### src/rtl/pdm_capture_controller_pkg.sv
// Shared types for the PDM capture controller: FSM state encoding and PCM sample type.
package pdm_pkg;

  typedef enum logic [2:0] {
    IDLE,
    FLUSH,
    WARMUP,
    CAPTURE,
    DRAIN
  } capture_state_t;

  typedef logic [7:0] pcm8_t;

  // The mic clock only toggles while the decimation chain is being fed.
  function automatic logic is_running(capture_state_t s);
    return (s == FLUSH) || (s == WARMUP) || (s == CAPTURE);
  endfunction

endpackage

### src/rtl/pdm_capture_controller_if.sv
// Sample stream bundle: decimator strobe in, ready/valid sample out to the readout path.
interface pdm_capture_controller_if;
  import pdm_pkg::*;

  logic  in_valid;
  pcm8_t in_data;
  logic  m_valid;
  pcm8_t m_data;
  logic  m_ready;

  // master: the capture controller; slave: the decimator/consumer side
  modport master (input in_valid, input in_data, input m_ready,
                  output m_valid, output m_data);
  modport slave  (output in_valid, output in_data, output m_ready,
                  input m_valid, input m_data);
endinterface

### src/rtl/pdm_capture_controller_clk_gen.sv
// PDM microphone clock divider: 50% duty, phase restarted at the start of each capture.
module pdm_clk_gen #(
  parameter int CLK_DIV = 4
) (
  input  logic clk,
  input  logic rst,
  input  logic en,
  input  logic restart,
  output logic mic_clk
);
  localparam int CW = $clog2(CLK_DIV);

  logic [CW-1:0] cnt_q, cnt_d;
  logic          mic_clk_q, mic_clk_d;

  always_comb begin
    cnt_d     = '0;
    mic_clk_d = 1'b0;
    if (en && !restart) begin
      cnt_d = (cnt_q == CW'(CLK_DIV - 1)) ? '0 : cnt_q + 1'b1;
    end
    // Registered output so the mic sees a glitch-free clock.
    mic_clk_d = en && (cnt_d >= CW'(CLK_DIV / 2));
  end

  always_ff @(posedge clk) begin
    if (rst) begin
      cnt_q     <= '0;
      mic_clk_q <= 1'b0;
    end else begin
      cnt_q     <= cnt_d;
      mic_clk_q <= mic_clk_d;
    end
  end

  assign mic_clk = mic_clk_q;

endmodule

### src/rtl/pdm_capture_controller.sv
// Sequences one mic capture: flush, warm-up discard, then forwards CAPTURE_LEN samples
// through a one-entry ready/valid output register.
module pdm_capture_controller
  import pdm_pkg::*;
#(
  parameter int CLK_DIV     = 4,
  parameter int WARMUP_LEN  = 16,
  parameter int CAPTURE_LEN = 1024,
  parameter int CNT_W       = 16
) (
  input  logic                     clk,
  input  logic                     rst,
  input  logic                     start,
  input  logic                     abort,
  pdm_capture_controller_if.master bus,
  output logic                     mic_clk,
  output logic                     chain_flush,
  output logic                     busy,
  output logic                     done,
  output logic                     overflow,
  output logic [CNT_W-1:0]         sample_count
);
  localparam logic [CNT_W-1:0] FLUSH_LAST = CNT_W'(CLK_DIV - 1);
  localparam logic [CNT_W-1:0] WARM_LAST  = CNT_W'(WARMUP_LEN - 1);
  localparam logic [CNT_W-1:0] CAP_LEN    = CNT_W'(CAPTURE_LEN);

  capture_state_t   state_q, state_d;
  logic [CNT_W-1:0] phase_q, phase_d;
  logic [CNT_W-1:0] count_q, count_d;
  logic             m_valid_q, m_valid_d;
  pcm8_t            m_data_q, m_data_d;
  logic             ovf_q, ovf_d;
  logic             done_q, done_d;
  logic             pop;

  assign pop = m_valid_q && bus.m_ready;

  always_comb begin
    state_d   = state_q;
    phase_d   = phase_q;
    count_d   = count_q;
    m_valid_d = m_valid_q;
    m_data_d  = m_data_q;
    ovf_d     = ovf_q;
    done_d    = 1'b0;
    if (pop) m_valid_d = 1'b0;
    if (abort) begin
      state_d   = IDLE;
      m_valid_d = 1'b0;
    end else begin
      unique case (state_q)
        IDLE: begin
          if (start) begin
            state_d = FLUSH;
            phase_d = '0;
            ovf_d   = 1'b0;
            count_d = '0;
          end
        end
        FLUSH: begin
          if (phase_q == FLUSH_LAST) begin
            phase_d = '0;
            state_d = (WARMUP_LEN == 0) ? CAPTURE : WARMUP;
          end else begin
            phase_d = phase_q + 1'b1;
          end
        end
        WARMUP: begin
          if (bus.in_valid) begin
            if (phase_q == WARM_LAST) state_d = CAPTURE;
            else                      phase_d = phase_q + 1'b1;
          end
        end
        CAPTURE: begin
          // A slot frees up if the register is empty or being emptied this cycle.
          if (bus.in_valid) begin
            if (!m_valid_q || pop) begin
              m_valid_d = 1'b1;
              m_data_d  = bus.in_data;
              count_d   = count_q + 1'b1;
              if (count_d == CAP_LEN) state_d = DRAIN;
            end else begin
              ovf_d = 1'b1;
            end
          end
        end
        DRAIN: begin
          if (!m_valid_q) begin
            state_d = IDLE;
            done_d  = 1'b1;
          end
        end
        default: state_d = IDLE;
      endcase
    end
  end

  always_ff @(posedge clk) begin
    if (rst) begin
      state_q   <= IDLE;
      phase_q   <= '0;
      count_q   <= '0;
      m_valid_q <= 1'b0;
      m_data_q  <= '0;
      ovf_q     <= 1'b0;
      done_q    <= 1'b0;
    end else begin
      state_q   <= state_d;
      phase_q   <= phase_d;
      count_q   <= count_d;
      m_valid_q <= m_valid_d;
      m_data_q  <= m_data_d;
      ovf_q     <= ovf_d;
      done_q    <= done_d;
    end
  end

  pdm_clk_gen #(.CLK_DIV(CLK_DIV)) u_clk_gen (
    .clk     (clk),
    .rst     (rst),
    .en      (is_running(state_d)),
    .restart ((state_q == IDLE) && (state_d == FLUSH)),
    .mic_clk (mic_clk)
  );

  assign bus.m_valid  = m_valid_q;
  assign bus.m_data   = m_data_q;
  assign chain_flush  = (state_q == FLUSH);
  assign busy         = (state_q != IDLE);
  assign done         = done_q;
  assign overflow     = ovf_q;
  assign sample_count = count_q;

endmodule

### src/flat_wrapper.sv
// flat-port wrapper written by rule: the top's interface ports become plain ports
module pdm_capture_controller_flat import pdm_pkg::*;
#(
  parameter int CLK_DIV     = 4,
  parameter int WARMUP_LEN  = 16,
  parameter int CAPTURE_LEN = 1024,
  parameter int CNT_W       = 16
)
  (clk, rst, start, abort, mic_clk, chain_flush, busy, done, overflow, sample_count, bus_in_valid, bus_in_data, bus_m_ready, bus_m_valid, bus_m_data);
  pdm_capture_controller_if bus_i ();
  input  logic clk;
  input  logic rst;
  input  logic start;
  input  logic abort;
  output logic mic_clk;
  output logic chain_flush;
  output logic busy;
  output logic done;
  output logic overflow;
  output logic [CNT_W-1:0] sample_count;
  input wire logic [$bits(bus_i.in_valid)-1:0] bus_in_valid;
  input wire logic [$bits(bus_i.in_data)-1:0] bus_in_data;
  input wire logic [$bits(bus_i.m_ready)-1:0] bus_m_ready;
  output wire logic [$bits(bus_i.m_valid)-1:0] bus_m_valid;
  output wire logic [$bits(bus_i.m_data)-1:0] bus_m_data;
  assign bus_i.in_valid = bus_in_valid;
  assign bus_i.in_data = bus_in_data;
  assign bus_i.m_ready = bus_m_ready;
  assign bus_m_valid = bus_i.m_valid;
  assign bus_m_data = bus_i.m_data;
  pdm_capture_controller #(.CLK_DIV(CLK_DIV), .WARMUP_LEN(WARMUP_LEN), .CAPTURE_LEN(CAPTURE_LEN), .CNT_W(CNT_W)) u_core (.clk(clk), .rst(rst), .start(start), .abort(abort), .bus(bus_i), .mic_clk(mic_clk), .chain_flush(chain_flush), .busy(busy), .done(done), .overflow(overflow), .sample_count(sample_count));
endmodule
### config.mk
export PLATFORM = sky130hd
export DESIGN_NAME = pdm_capture_controller_flat
export DESIGN_NICKNAME = d
export VERILOG_FILES = /design/src/rtl/pdm_capture_controller_pkg.sv /design/src/rtl/pdm_capture_controller_if.sv /design/src/rtl/pdm_capture_controller_clk_gen.sv /design/src/rtl/pdm_capture_controller.sv /design/src/flat_wrapper.sv
export SDC_FILE = /design/constraint.sdc
export NUM_CORES = 1
export LEC_CHECK = 0
export ABC_CLOCK_PERIOD_IN_PS = 4000
export CAP_MARGIN = 20
export CORE_UTILIZATION = 25
export DETAILED_ROUTE_END_ITERATION = 7
export PLACE_DENSITY = 0.55
export SLEW_MARGIN = 10
export SYNTH_ARGS = -nofsm -noshare
export SYNTH_HDL_FRONTEND = slang
export SYNTH_SLANG_ARGS = --single-unit
### constraint.sdc
create_clock -name clk -period 4 [get_ports clk]
set_input_delay 0.8 -clock clk [delete_from_list [all_inputs] [get_ports clk]]
set_output_delay 0.8 -clock clk [all_outputs]
set_load 0.01 [all_outputs]
# Yosys cells after proc, flatten, opt, wreduce, memory -nomap -nowiden
# Index checks and enable logic that the tools add are counted.
[totals]
ff_bits = 49
in_bits = 14
[op_classes]
addsub = 3
n_lt_le_gt_ge = 1
eq_ne = 17
n_mux = 29
bitwise = 2
reduce_logical = 19
[ops]
columns = ["operator", "count"]
rows = [
  ["16-bit two-way mux", 6],
  ["16-bit one-hot mux with 3 select lines", 1],
  ["16-bit by 1-bit adder with 16-bit output, second input constant", 2],
  ["16-bit one-hot mux with 2 select lines", 1],
  ["3-bit two-way mux", 9],
  ["16-bit by 11-bit equality test with 1-bit output, second input constant", 1],
  ["16-bit by 2-bit equality test with 1-bit output, second input constant", 1],
  ["16-bit by 4-bit equality test with 1-bit output, second input constant", 1],
  ["3-bit one-hot mux with 5 select lines", 1],
  ["5-bit AND reduction", 3],
  ["3-bit by 2-bit equality test with 1-bit output, second input constant", 4],
  ["2-bit inequality test, second input constant", 5],
  ["1-bit two-way mux", 8],
  ["3-bit by 1-bit equality test with 1-bit output, second input constant", 2],
  ["3-bit nonzero test", 2],
  ["1-bit logical AND", 4],
  ["2-bit two-way mux", 2],
  ["4-bit AND reduction", 1],
  ["3-bit equality test, second input constant", 1],
  ["3-bit logical NOT", 1],
  ["1-bit logical OR", 3],
  ["3-bit OR reduction", 1],
  ["2-bit by 1-bit adder with 2-bit output, second input constant", 1],
  ["2-bit equality test, second input constant", 1],
  ["other kinds (7)", 9],
]

# Logic depth before layout (Yosys ltp)
# Gate-level depths: netlist of the first run.
[logic_depth]
ltp_word = 14
depth_mapped = 8
depth_no_buf = 7

# Hierarchy
# Synthesis of the first run repeated with hierarchy kept, for this count alone.
[unflattened]
hier_cells = 311
hier_area_um2 = 2600.0
[modules_own_cells]
columns = ["module", "n_inst", "cells_each", "area_each_um2", "seq_area_each_um2"]
rows = [
  ["pdm_capture_controller", 1, 303, 2476.1, 920.9],
  ["pdm_clk_gen", 1, 8, 123.9, 60.1],
]

# Worst setup path after synthesis of the first run
# Ideal clock, no wire load.
[synth_path]
path_type = "in2reg"
from = "in start"
to = "reg u_core.count_q[11], in the netlist u_core.sample_count[11]"
setup_time_ns = 0.091
t_arrival_ns = 2.288
path_slack_ns = 1.621
stages = 6
n_path_buf = 1
path_cell_list = "or3b_4 a2111oi_4 and2_1 buf_2 o21ai_0 a311oi_1"
[synth_between]
elab_chain_len = 2
[synth_lines]
columns = ["item", "line", "source"]
rows = [
  ["start, declared", "flat_wrapper.sv:13", "input logic start;"],
  ["2-bit inequality test (no line)", "--", ""],
  ["5-bit AND reduction (no line)", "--", ""],
  ["end signal, assigned", "pdm_capture_controller.sv:110", "count_q <= count_d;"],
  ["end, declared", "pdm_capture_controller.sv:29", "logic [CNT_W-1:0] count_q, count_d;"],
]
# Every way passes these cells.
# A chain may end at the register's enable or synchronous reset.

# Final worst setup path of the first run
[layout_path]
from = "in start"
to = "reg u_core.count_q[13], in the netlist u_core.sample_count[13]"
# The elaborated chain is that of the path after synthesis.

==> flow_metrics.env, run 1 <==
export IMPL_outcome="finished with violations"
export IMPL_violations="DRC"
export IMPL_comb_power_share_pct=6.6
export IMPL_wl_met3_microns=176
export IMPL_cts_max_level=2
export IMPL_crit_fanout=12
export IMPL_fillers=1119
export IMPL_fin_setup_tns_ps=0
export IMPL_worstPathCellList="clkdlybuf4s50_1, or3b_4, a2111oi_4, and2_1, buf_4, nand3b_1, a21oi_1"
export IMPL_crit_family="simple AND/OR/NAND/NOR gates"
export IMPL_setup_viol=0
export IMPL_synthToLayoutAreaGrowth_pct=23.6
export IMPL_synth_cells=331
export IMPL_power_leakage_nw=0.992
export IMPL_holdWs_ps=438
export IMPL_startpoint_type="primary input"
export IMPL_cts_tree="built"
export IMPL_die_area_sq_um=10900
export IMPL_grt_pass1_vias=2312
export IMPL_fin_cells=502
export IMPL_cp_depth=7
export IMPL_fp_dieH_microns=105
export IMPL_postLayoutCellArea_sq_um=3250
export IMPL_dr_pass1_iters=6
export IMPL_fin_nets=382
export IMPL_drt_wirelength_per_cell_microns=13.1
export IMPL_async_reset_ff_share_pct=0
export IMPL_worstPathBufferInverterCount=2
export IMPL_hold_viol=0
export IMPL_clock_path_buffers=2
export IMPL_ys_types=50
export IMPL_layout_setup_ws_ps=1030
export IMPL_r2r_end="u_core.u_clk_gen.mic_clk$_SDFF_PP0_"
export IMPL_path_clk_slew_ps=90
export IMPL_power_mw=0.834
export IMPL_row_count=37
export IMPL_gp_congestion=0.810
export IMPL_track_usage_pct=12.2
export IMPL_layout_drive_gt1_share_pct=6.56
export IMPL_synth_warnings=0
export IMPL_syn_nets=348
export IMPL_drt_met1_wl_microns=3300
export IMPL_switching_share_pct=23.7
export IMPL_finish_utilization_pct=31.7
export IMPL_core_area_sq_um=10300
export IMPL_synth_area_leader_cell="dfxtp_1"
export IMPL_p_int_mw=0.636
export IMPL_slowest_stage="clkdlybuf4s50_1"
export IMPL_highest_layer="met4"
export IMPL_die_w_microns=105
export IMPL_grt_start_max_net_pins=20
export IMPL_ys_seq_area_share_pct=37.3
export IMPL_clockPowerShare_pct=34.4
export IMPL_drt_iter0_drc=134
export IMPL_layout_min_cycle_time_ps=2970
export IMPL_worstPathRequired_ps=4230
export IMPL_critPathKind="in2reg"
export IMPL_synth_seq_cells=49
export IMPL_diodes=0
export IMPL_dpl_hpwl_microns=4620
export IMPL_rsz0062_at_grt="no"
export IMPL_grt_first_pass_wirelength_microns=11100
export IMPL_worstSetupStartpoint="start"
export IMPL_crit_path_end_kind="register"
export IMPL_r2r_start="u_core.sample_count[0]$_SDFFE_PP0P_"
export IMPL_cts_buffers_inserted=5
export IMPL_clk_insertion_delay_late_ps=290
export IMPL_slew_limit_headroom_pct=45.8
export IMPL_synth_most_common_cell="dfxtp_1"
export IMPL_pre_cts_ws_ps=728
export IMPL_r2r_worst_path_cells=7
export IMPL_start_util_pct=25.6
export IMPL_final_max_slew_viol_count=0
export IMPL_cts_hold_buf=0
export IMPL_postRouteAntennaNets=0
export IMPL_clockRootBuffer="clkbuf_8"
export IMPL_layout_worst_path_cycle_share_pct=74.2
export IMPL_drt_total_wl_microns=6580
export IMPL_io_buffers=43
export IMPL_maxCapViolCount=0
export IMPL_gr_total_overflow=0
export IMPL_via_per_inst=4.78
export IMPL_yosysTopAreaCellShare_pct=37.3
export IMPL_post_cts_resized=0
export IMPL_syn_avg_cell_area_sq_um=7.95
export IMPL_clock_sinks=49
export IMPL_wl_met2_microns=3010
export IMPL_power_density_nw_per_um2=256
export IMPL_crit_arrival_ps=3200
export IMPL_grt_antenna_before_repair=0
export IMPL_dp_cells=494
export IMPL_ff2ff_setup_slack_ps=1250
export IMPL_place_area_sq_um=3170
export IMPL_ir_drop_mv=0.163
export IMPL_fmax_mhz=337
export IMPL_post_cts_buffers=0
export IMPL_syn_area_sq_um=2630
export IMPL_yosys_most_used_dff="dfxtp_1"
export IMPL_hp_class="reg2reg"
export IMPL_critPathMaxStageDelay_ps=570
export IMPL_drc=2
export IMPL_crit_end="u_core.sample_count[13]$_SDFFE_PP0P_"
export IMPL_p_seq_share_pct=59.0
export IMPL_pin_count=44
export IMPL_synthTopCellsByCount="49 x dfxtp_1, 43 x nor2_1, 38 x nand2_1, 25 x a21oi_1, 21 x nor3_1"
export IMPL_switching_power_mw=0.198
export IMPL_max_slew_worst_pin_slew_ps=806
export IMPL_synth_edff_count=0
export IMPL_fin_skew_ps=7.84
export IMPL_via_count=2401
export IMPL_synth_area_leaders="dfxtp_1 37%, xnor2_1 6.3%, nor2_1 6.1%"
[per-layer routing]
| layer | global-route usage (%) | up-vias |
|---|---|---|
| met5 | 0 | - |
| li1 | - | 1257 |
| met4 | 3.92 | 0 |
| met2 | 19.7 | 41 |
| met1 | 16.7 | 1099 |
| met3 | 2.00 | 4 |
[final cells by class]
class	count	area (sq um)	area share (%)
flip-flops and latches	49	981	30.2
multi-input cells	257	1540	47.3
clock inverters	2	10.0	0.308
well taps	136	170	5.23
clock buffers	6	72.6	2.23
repair buffers	47	460	14.2
inverters	5	18.8	0.577
[worst min path at each step]
stage / depth (start not counted) / end / slack [ps] / from
3_3_place_gp: 1 / u_core.u_clk_gen.cnt_q[0]$_SDFF_PP0_ / 410 / u_core.u_clk_gen.cnt_q[0]$_SDFF_PP0_
6_report: 1 / u_core.u_clk_gen.cnt_q[0]$_SDFF_PP0_ / 440 / u_core.u_clk_gen.cnt_q[0]$_SDFF_PP0_
5_1_grt: 1 / u_core.u_clk_gen.cnt_q[0]$_SDFF_PP0_ / 450 / u_core.u_clk_gen.cnt_q[0]$_SDFF_PP0_
4_1_cts: 1 / u_core.u_clk_gen.cnt_q[0]$_SDFF_PP0_ / 440 / u_core.u_clk_gen.cnt_q[0]$_SDFF_PP0_
2_1_floorplan: 1 / u_core.u_clk_gen.cnt_q[0]$_SDFF_PP0_ / 410 / u_core.u_clk_gen.cnt_q[0]$_SDFF_PP0_
3_5_place_dp: 1 / u_core.u_clk_gen.cnt_q[0]$_SDFF_PP0_ / 430 / u_core.u_clk_gen.cnt_q[0]$_SDFF_PP0_
[cell families after synthesis]
group / count (synthesis) / share of synthesized area [%]
adders and majority gates: 3 / 1.43
and+or+nand+nor: 165 / 32.5
AOI/OAI and AO/OA: 65 / 16.5
muxes: 4 / 1.52
DFF: 49 / 37.3
xor gates and xnor gates: 20 / 6.66
buffers and inverters: 25 / 4.18
[registers in the layout, indices dropped and copies added, names as in the netlist]
| name | flops |
|---|---|
| u_core.bus.m_data | 8 |
| u_core.bus.m_valid | 1 |
| u_core.done | 1 |
| u_core.overflow | 1 |
| u_core.phase_q | 16 |
| u_core.sample_count | 16 |
| u_core.state_q | 3 |
| u_core.u_clk_gen.cnt_q | 2 |
| u_core.u_clk_gen.mic_clk | 1 |
[layout by cell type, fill, tap and decap left out, types with 3 or more instances in the layout]
master	netlist	routed
nand4_1	9	9
a311oi_1	5	5
ha_1	3	3
nor2b_1	3	3
a21o_1	4	4
xnor2_1	19	19
mux2i_1	4	4
nor3b_1	5	5
dfxtp_1	49	49
nand2_1	38	38
inv_1	5	5
or2_2	3	3
buf_4	3	4
a31oi_1	7	7
clkdlybuf4s50_1	0	43
a21oi_1	25	25
nor2_1	43	43
clkbuf_8	0	5
o21ai_0	13	13
nor3_1	21	21
nor4_1	7	7
or3_1	3	3
nand3_1	12	12
[worst reg2reg max path, delay by kind of cell (launching register included)]
kind	cells	cell delay, ps
AO/OA/AOI/OAI	2	720
adder cells (fa/ha/maj)	1	330
AND/OR/NAND/NOR	4	1090
flip-flops	1	500
[power groups by stage]
stage | combinational [mW] | sequential (mW) | clock (mW)
3_5_place_dp | 0.0549 | 0.503 | 0
2_1_floorplan | 0.0311 | 0.502 | 0
5_1_grt | 0.0608 | 0.492 | 0.320
3_3_place_gp | 0.0551 | 0.503 | 0
6_report | 0.0550 | 0.492 | 0.287
4_1_cts | 0.0551 | 0.492 | 0.306
No activity file was read; power rests on OpenSTA's default activity.
==> run 2, diff against run 1 <==
ABC_CLOCK_PERIOD_IN_PS = 3000   (was 4000)
clock period = 3 ns   (was 4 ns; I/O delays follow)
==> run 2 against run 1 <==
  * The flow still finishes with violations (DRC)
  * Sequential cell count stayed put
  * Power is 57% higher
  * Clock power rose by 100%
  * Combinational power increased by 42%
==> flow_metrics.env, run 2 (synthesized netlist as in run 1, its figures left out) <==
export IMPL_startpoint_type="primary input"
export IMPL_fin_cells=512
export IMPL_switching_power_mw=0.284
export IMPL_worstPathRequired_ps=3220
export IMPL_layout_common_cells="49 x dfxtp_1, 43 x nor2_1, 43 x clkdlybuf4s50_1"
export IMPL_p_int_mw=1.02
export IMPL_core_area_sq_um=10300
export IMPL_drt_iter0_drc=163
export IMPL_crit_fanout=12
export IMPL_outcome="finished with violations"
export IMPL_track_usage_pct=12.4
export IMPL_post_cts_resized=0
export IMPL_path_clk_slew_ps=100
export IMPL_via_count=2492
export IMPL_fp_dieH_microns=105
export IMPL_rsz0062_at_grt="no"
export IMPL_layout_drive_gt1_share_pct=9.31
export IMPL_drt_wirelength_per_cell_microns=12.9
export IMPL_r2r_end="u_core.u_clk_gen.mic_clk$_SDFF_PP0_"
export IMPL_layout_worst_path_cycle_share_pct=85.9
export IMPL_ir_drop_mv=0.297
export IMPL_layout_setup_ws_ps=424
export IMPL_switching_share_pct=21.7
export IMPL_comb_power_share_pct=6.0
export IMPL_pre_cts_ws_ps=89.6
export IMPL_place_area_sq_um=3250
export IMPL_fin_skew_ps=7.09
export IMPL_gr_total_overflow=0
export IMPL_dp_cells=504
export IMPL_final_max_slew_viol_count=0
export IMPL_fin_nets=392
export IMPL_drt_total_wl_microns=6580
export IMPL_grt_antenna_before_repair=0
export IMPL_power_mw=1.31
export IMPL_cts_hold_buf=0
export IMPL_row_count=37
export IMPL_postRouteAntennaNets=0
export IMPL_post_cts_buffers=0
export IMPL_synthToLayoutAreaGrowth_pct=28.6
export IMPL_ff2ff_setup_slack_ps=600
export IMPL_r2r_worst_path_cells=6
export IMPL_final_common_cell="dfxtp_1"
export IMPL_crit_end="u_core.sample_count[14]$_SDFFE_PP0P_"
export IMPL_slew_limit_headroom_pct=43.3
export IMPL_fmax_mhz=388
export IMPL_start_util_pct=25.6
export IMPL_violations="DRC"
export IMPL_p_seq_share_pct=50.1
export IMPL_cts_buffers_inserted=5
export IMPL_crit_arrival_ps=2800
export IMPL_hold_viol=0
export IMPL_clock_sinks=49
export IMPL_via_per_inst=4.87
export IMPL_postLayoutCellArea_sq_um=3380
export IMPL_io_buffers=43
export IMPL_maxCapViolCount=0
export IMPL_grt_pass1_vias=2422
export IMPL_cts_tree="built"
export IMPL_critPathKind="in2reg"
export IMPL_fin_setup_tns_ps=0
export IMPL_die_w_microns=105
export IMPL_clock_path_buffers=2
export IMPL_crit_path_end_kind="register"
export IMPL_cts_max_level=2
export IMPL_diodes=0
export IMPL_drc=2
export IMPL_hp_class="reg2reg"
export IMPL_power_density_nw_per_um2=387
export IMPL_die_area_sq_um=10900
export IMPL_layout_min_cycle_time_ps=2580
export IMPL_max_slew_worst_pin_slew_ps=847
export IMPL_clk_insertion_delay_late_ps=300
export IMPL_grt_start_max_net_pins=28
export IMPL_setup_viol=0
export IMPL_pin_count=44
export IMPL_gp_congestion=0.816
export IMPL_power_leakage_nw=1.07
export IMPL_dr_pass1_iters=6
export IMPL_clockPowerShare_pct=43.9
export IMPL_clockRootBuffer="clkbuf_8"
export IMPL_grt_first_pass_wirelength_microns=11300
export IMPL_dpl_hpwl_microns=4710
export IMPL_worstSetupStartpoint="start"
export IMPL_r2r_start="u_core.sample_count[2]$_SDFFE_PP0P_"
[run 2: power by group through the flow]
stage,sequential (mW),clock (mW),combinational [mW]
floorplan,0.669,0,0.0414
global placement,0.671,0,0.0779
detailed placement,0.671,0,0.0781
CTS,0.656,0.599,0.0786
global route,0.657,0.619,0.0858
finish,0.656,0.575,0.0779
[run 2: worst max-delay path, stage by stage]
cell and delay (ps):
clkdlybuf4s50_1 480, or3b_4 400, a2111oi_4 440, and2_1 450, o21ai_0 160, a311oi_1 270
[run 2: routing by layer]
metal | routed length (microns) | vias up | global-route usage (%) | share of wire [%]
li1 | - | 1278 | - | -
met1 | 3230 | 1150 | 16.5 | 49
met2 | 2990 | 56 | 20.1 | 45
met3 | 271 | 8 | 2.37 | 4.1
met4 | 93 | 0 | 4.33 | 1.4
met5 | 0 | - | 0 | 0
[run 2: area by class of cell]
type                            count  area (sq um)
Inverter                            5          18.8
Multi-Input combinational cell    257          1540
Clock buffer                        5          68.8
Sequential cell                    49           981
Fill cell                        1093          6890
Tap cell                          136           170
Clock inverter                      3          68.8
Timing Repair Buffer               57           536
[run 2: worst min-delay path by stage]
stage                     cells past startpoint                              endpoint                                  from
after floorplan                               1  u_core.u_clk_gen.cnt_q[0]$_SDFF_PP0_  u_core.u_clk_gen.cnt_q[0]$_SDFF_PP0_
after global placement                        1  u_core.u_clk_gen.cnt_q[0]$_SDFF_PP0_  u_core.u_clk_gen.cnt_q[0]$_SDFF_PP0_
after detailed placement                      1  u_core.u_clk_gen.cnt_q[0]$_SDFF_PP0_  u_core.u_clk_gen.cnt_q[0]$_SDFF_PP0_
after CTS                                     1  u_core.u_clk_gen.cnt_q[0]$_SDFF_PP0_  u_core.u_clk_gen.cnt_q[0]$_SDFF_PP0_
after global routing                          1  u_core.u_clk_gen.cnt_q[0]$_SDFF_PP0_  u_core.u_clk_gen.cnt_q[0]$_SDFF_PP0_
final                                         1  u_core.u_clk_gen.cnt_q[0]$_SDFF_PP0_  u_core.u_clk_gen.cnt_q[0]$_SDFF_PP0_
[run 2: through the flow]
stage,hold slack [ps],utilization (%)
finish,436,32.9
global route,473,32.9
CTS,439,32.9
detailed placement,424,31.6
global placement,414,31.6
floorplan,407,-
==> run 3, diff against run 2 <==
ABC_CLOCK_PERIOD_IN_PS = 2300   (was 3000)
CTS_CLUSTER_DIAMETER = 200   (was not set)
PLACE_DENSITY = 0.56   (was 0.55)
clock period = 2.3 ns   (was 3 ns; I/O delays follow)
==> run 3 against run 2 <==
  * The run now ends clean
  * Register-to-register slack lost 460 ps
  * Clock skew shrank 2.1 ps
  * Sequential power grew 30%
  * Sequential cell count is the same
  * Worst setup slack lost 290 ps
  * First-iteration DRC count shrank 15%
  * Final cell count grew 4.7%
  * Critical path depth grew 1
  * Wire length grew 4.8%
  * Global-route usage grew 0.68 points
  * Worst hold slack is essentially flat
  * Utilization grew 2.1 points
  * Highest routed layer unchanged
==> flow_metrics.env, run 3 (synthesized netlist as in run 1, its figures left out) <==
export IMPL_critPathMaxStageDelay_ps=520
export IMPL_clockRootBuffer="clkbuf_8"
export IMPL_fin_nets=417
export IMPL_cts_tree="built"
export IMPL_cts_hold_buf=0
export IMPL_grt_start_max_net_pins=28
export IMPL_final_common_cell="dfxtp_1"
export IMPL_comb_power_share_pct=7.8
export IMPL_grt_first_pass_wirelength_microns=11700
export IMPL_cts_buffers_inserted=5
export IMPL_power_leakage_nw=1.19
export IMPL_postRouteAntennaNets=0
export IMPL_grt_antenna_before_repair=0
export IMPL_gr_total_overflow=0
export IMPL_layout_min_cycle_time_ps=2160
export IMPL_hp_class="reg2reg"
export IMPL_slew_limit_headroom_pct=42.5
export IMPL_clockPowerShare_pct=35.3
export IMPL_dr_pass1_iters=4
export IMPL_die_w_microns=105
export IMPL_crit_arrival_ps=2410
export IMPL_power_density_nw_per_um2=417
export IMPL_p_seq_share_pct=56.9
export IMPL_start_util_pct=25.6
export IMPL_layout_drive_gt1_share_pct=16.8
export IMPL_drt_wirelength_per_cell_microns=12.9
export IMPL_fp_dieH_microns=105
export IMPL_p_int_mw=1.15
export IMPL_max_slew_worst_pin_slew_ps=859
export IMPL_setup_viol=0
export IMPL_startpoint_type="register"
export IMPL_power_mw=1.50
export IMPL_via_per_inst=4.82
export IMPL_outcome="finished clean"
export IMPL_diodes=0
export IMPL_critPathKind="reg2reg"
export IMPL_fmax_mhz=462
export IMPL_switching_power_mw=0.351
export IMPL_clock_sinks=49
export IMPL_rsz0062_at_grt="no"
export IMPL_hold_viol=0
export IMPL_core_area_sq_um=10300
export IMPL_cts_max_level=2
export IMPL_maxCapViolCount=0
export IMPL_dp_cells=528
export IMPL_die_area_sq_um=10900
export IMPL_layout_worst_path_cycle_share_pct=94.1
export IMPL_via_count=2586
export IMPL_crit_fanout=4
export IMPL_row_count=37
export IMPL_gp_congestion=0.797
export IMPL_worstPathRequired_ps=2550
export IMPL_ir_drop_mv=0.227
export IMPL_crit_path_end_kind="register"
export IMPL_fin_cells=536
export IMPL_pin_count=44
export IMPL_grt_pass1_vias=2408
export IMPL_dpl_hpwl_microns=4910
export IMPL_ff2ff_setup_slack_ps=140
export IMPL_path_clk_slew_ps=90
export IMPL_clk_insertion_delay_late_ps=300
export IMPL_switching_share_pct=23.4
export IMPL_crit_family="simple AND/OR/NAND/NOR gates"
export IMPL_slowest_stage="or4b_4"
export IMPL_clock_path_buffers=2
export IMPL_worstPathCellList="ha_4, nand4_1, or4b_4, a2111oi_4, o2111ai_2, nor4_2, o21ba_1"
export IMPL_io_buffers=43
export IMPL_final_max_slew_viol_count=0
export IMPL_layout_common_cells="47 x dfxtp_1, 42 x clkdlybuf4s50_1, 41 x nor2_1"
export IMPL_drt_iter0_drc=138
export IMPL_track_usage_pct=13.1
export IMPL_worstPathBufferInverterCount=0
export IMPL_drc=0
export IMPL_drt_total_wl_microns=6900
export IMPL_fin_skew_ps=4.96
export IMPL_synthToLayoutAreaGrowth_pct=36.7
-- run 3: cell types whose count changed in the layout (fill, tap and decap cells not counted), sizes merged --
cell           change
inv                -1
buf               +25
clkbuf             +2
bufinv             -2
dlymetal6s2s       +1
clkdlybuf4s50      -1
-- run 3: per-layer routing --
metal	track usage, %	vias to the layer above	wire length (microns)
met3	2.62	6	270
met4	4.33	0	95
met5	0	-	0
met1	17.2	1204	3340
li1	-	1325	-
met2	21.4	51	3190
-- run 3: per-stage QoR --
step	util (%)	area, sq um	setup slack, ps	hold slack [ps]	setup TNS (ps)
3_3_place_gp	33.5	3440	-354	414	-6040
5_1_grt	35.0	3600	0.955	462	0
4_1_cts	34.4	3540	3.74	442	0
6_report	35.0	3600	137	436	0
3_5_place_dp	33.5	3440	-354	428	-6160
2_1_floorplan	-	2640	61.9	407	0
-- run 3: layout make-up --
| class | count | area [sq um] |
|---|---|---|
| inverters | 5 | 18.8 |
| fillers | 1088 | 6680 |
| repair buffers | 82 | 746 |
| well taps | 136 | 170 |
| flip-flops and latches | 49 | 983 |
| clock buffers | 7 | 86.3 |
| multi-input cells | 257 | 1590 |
-- run 3: timing repair --
action / CTS / global route
setup buffers: 1 / 0
endpoints found under the setup margin: 9 / 14
gates resized for setup: 0 / 12
gates cloned: 0 / 0
pin swaps: 5 / 7
-- run 3: path summary, 6_finish.rpt --
path,start,cells past startpoint,to
setup / recovery,u_core.sample_count[0]$_SDFFE_PP0P_,7,u_core.state_q[2]$_SDFF_PP0_
hold / removal,u_core.u_clk_gen.cnt_q[0]$_SDFF_PP0_,1,u_core.u_clk_gen.cnt_q[0]$_SDFF_PP0_
setup reg to reg,u_core.sample_count[0]$_SDFFE_PP0P_,7,u_core.state_q[2]$_SDFF_PP0_
hold reg to reg,u_core.u_clk_gen.cnt_q[0]$_SDFF_PP0_,1,u_core.u_clk_gen.cnt_q[0]$_SDFF_PP0_
-- run 3: power groups by stage --
stage / Clock [mW] / Sequential (mW) / Combinational [mW]
after floorplan: 0 / 0.873 / 0.0541
after global placement: 0 / 0.873 / 0.117
after detailed placement: 0 / 0.873 / 0.117
after CTS: 0.556 / 0.853 / 0.118
after global routing: 0.592 / 0.854 / 0.128
final: 0.530 / 0.853 / 0.117
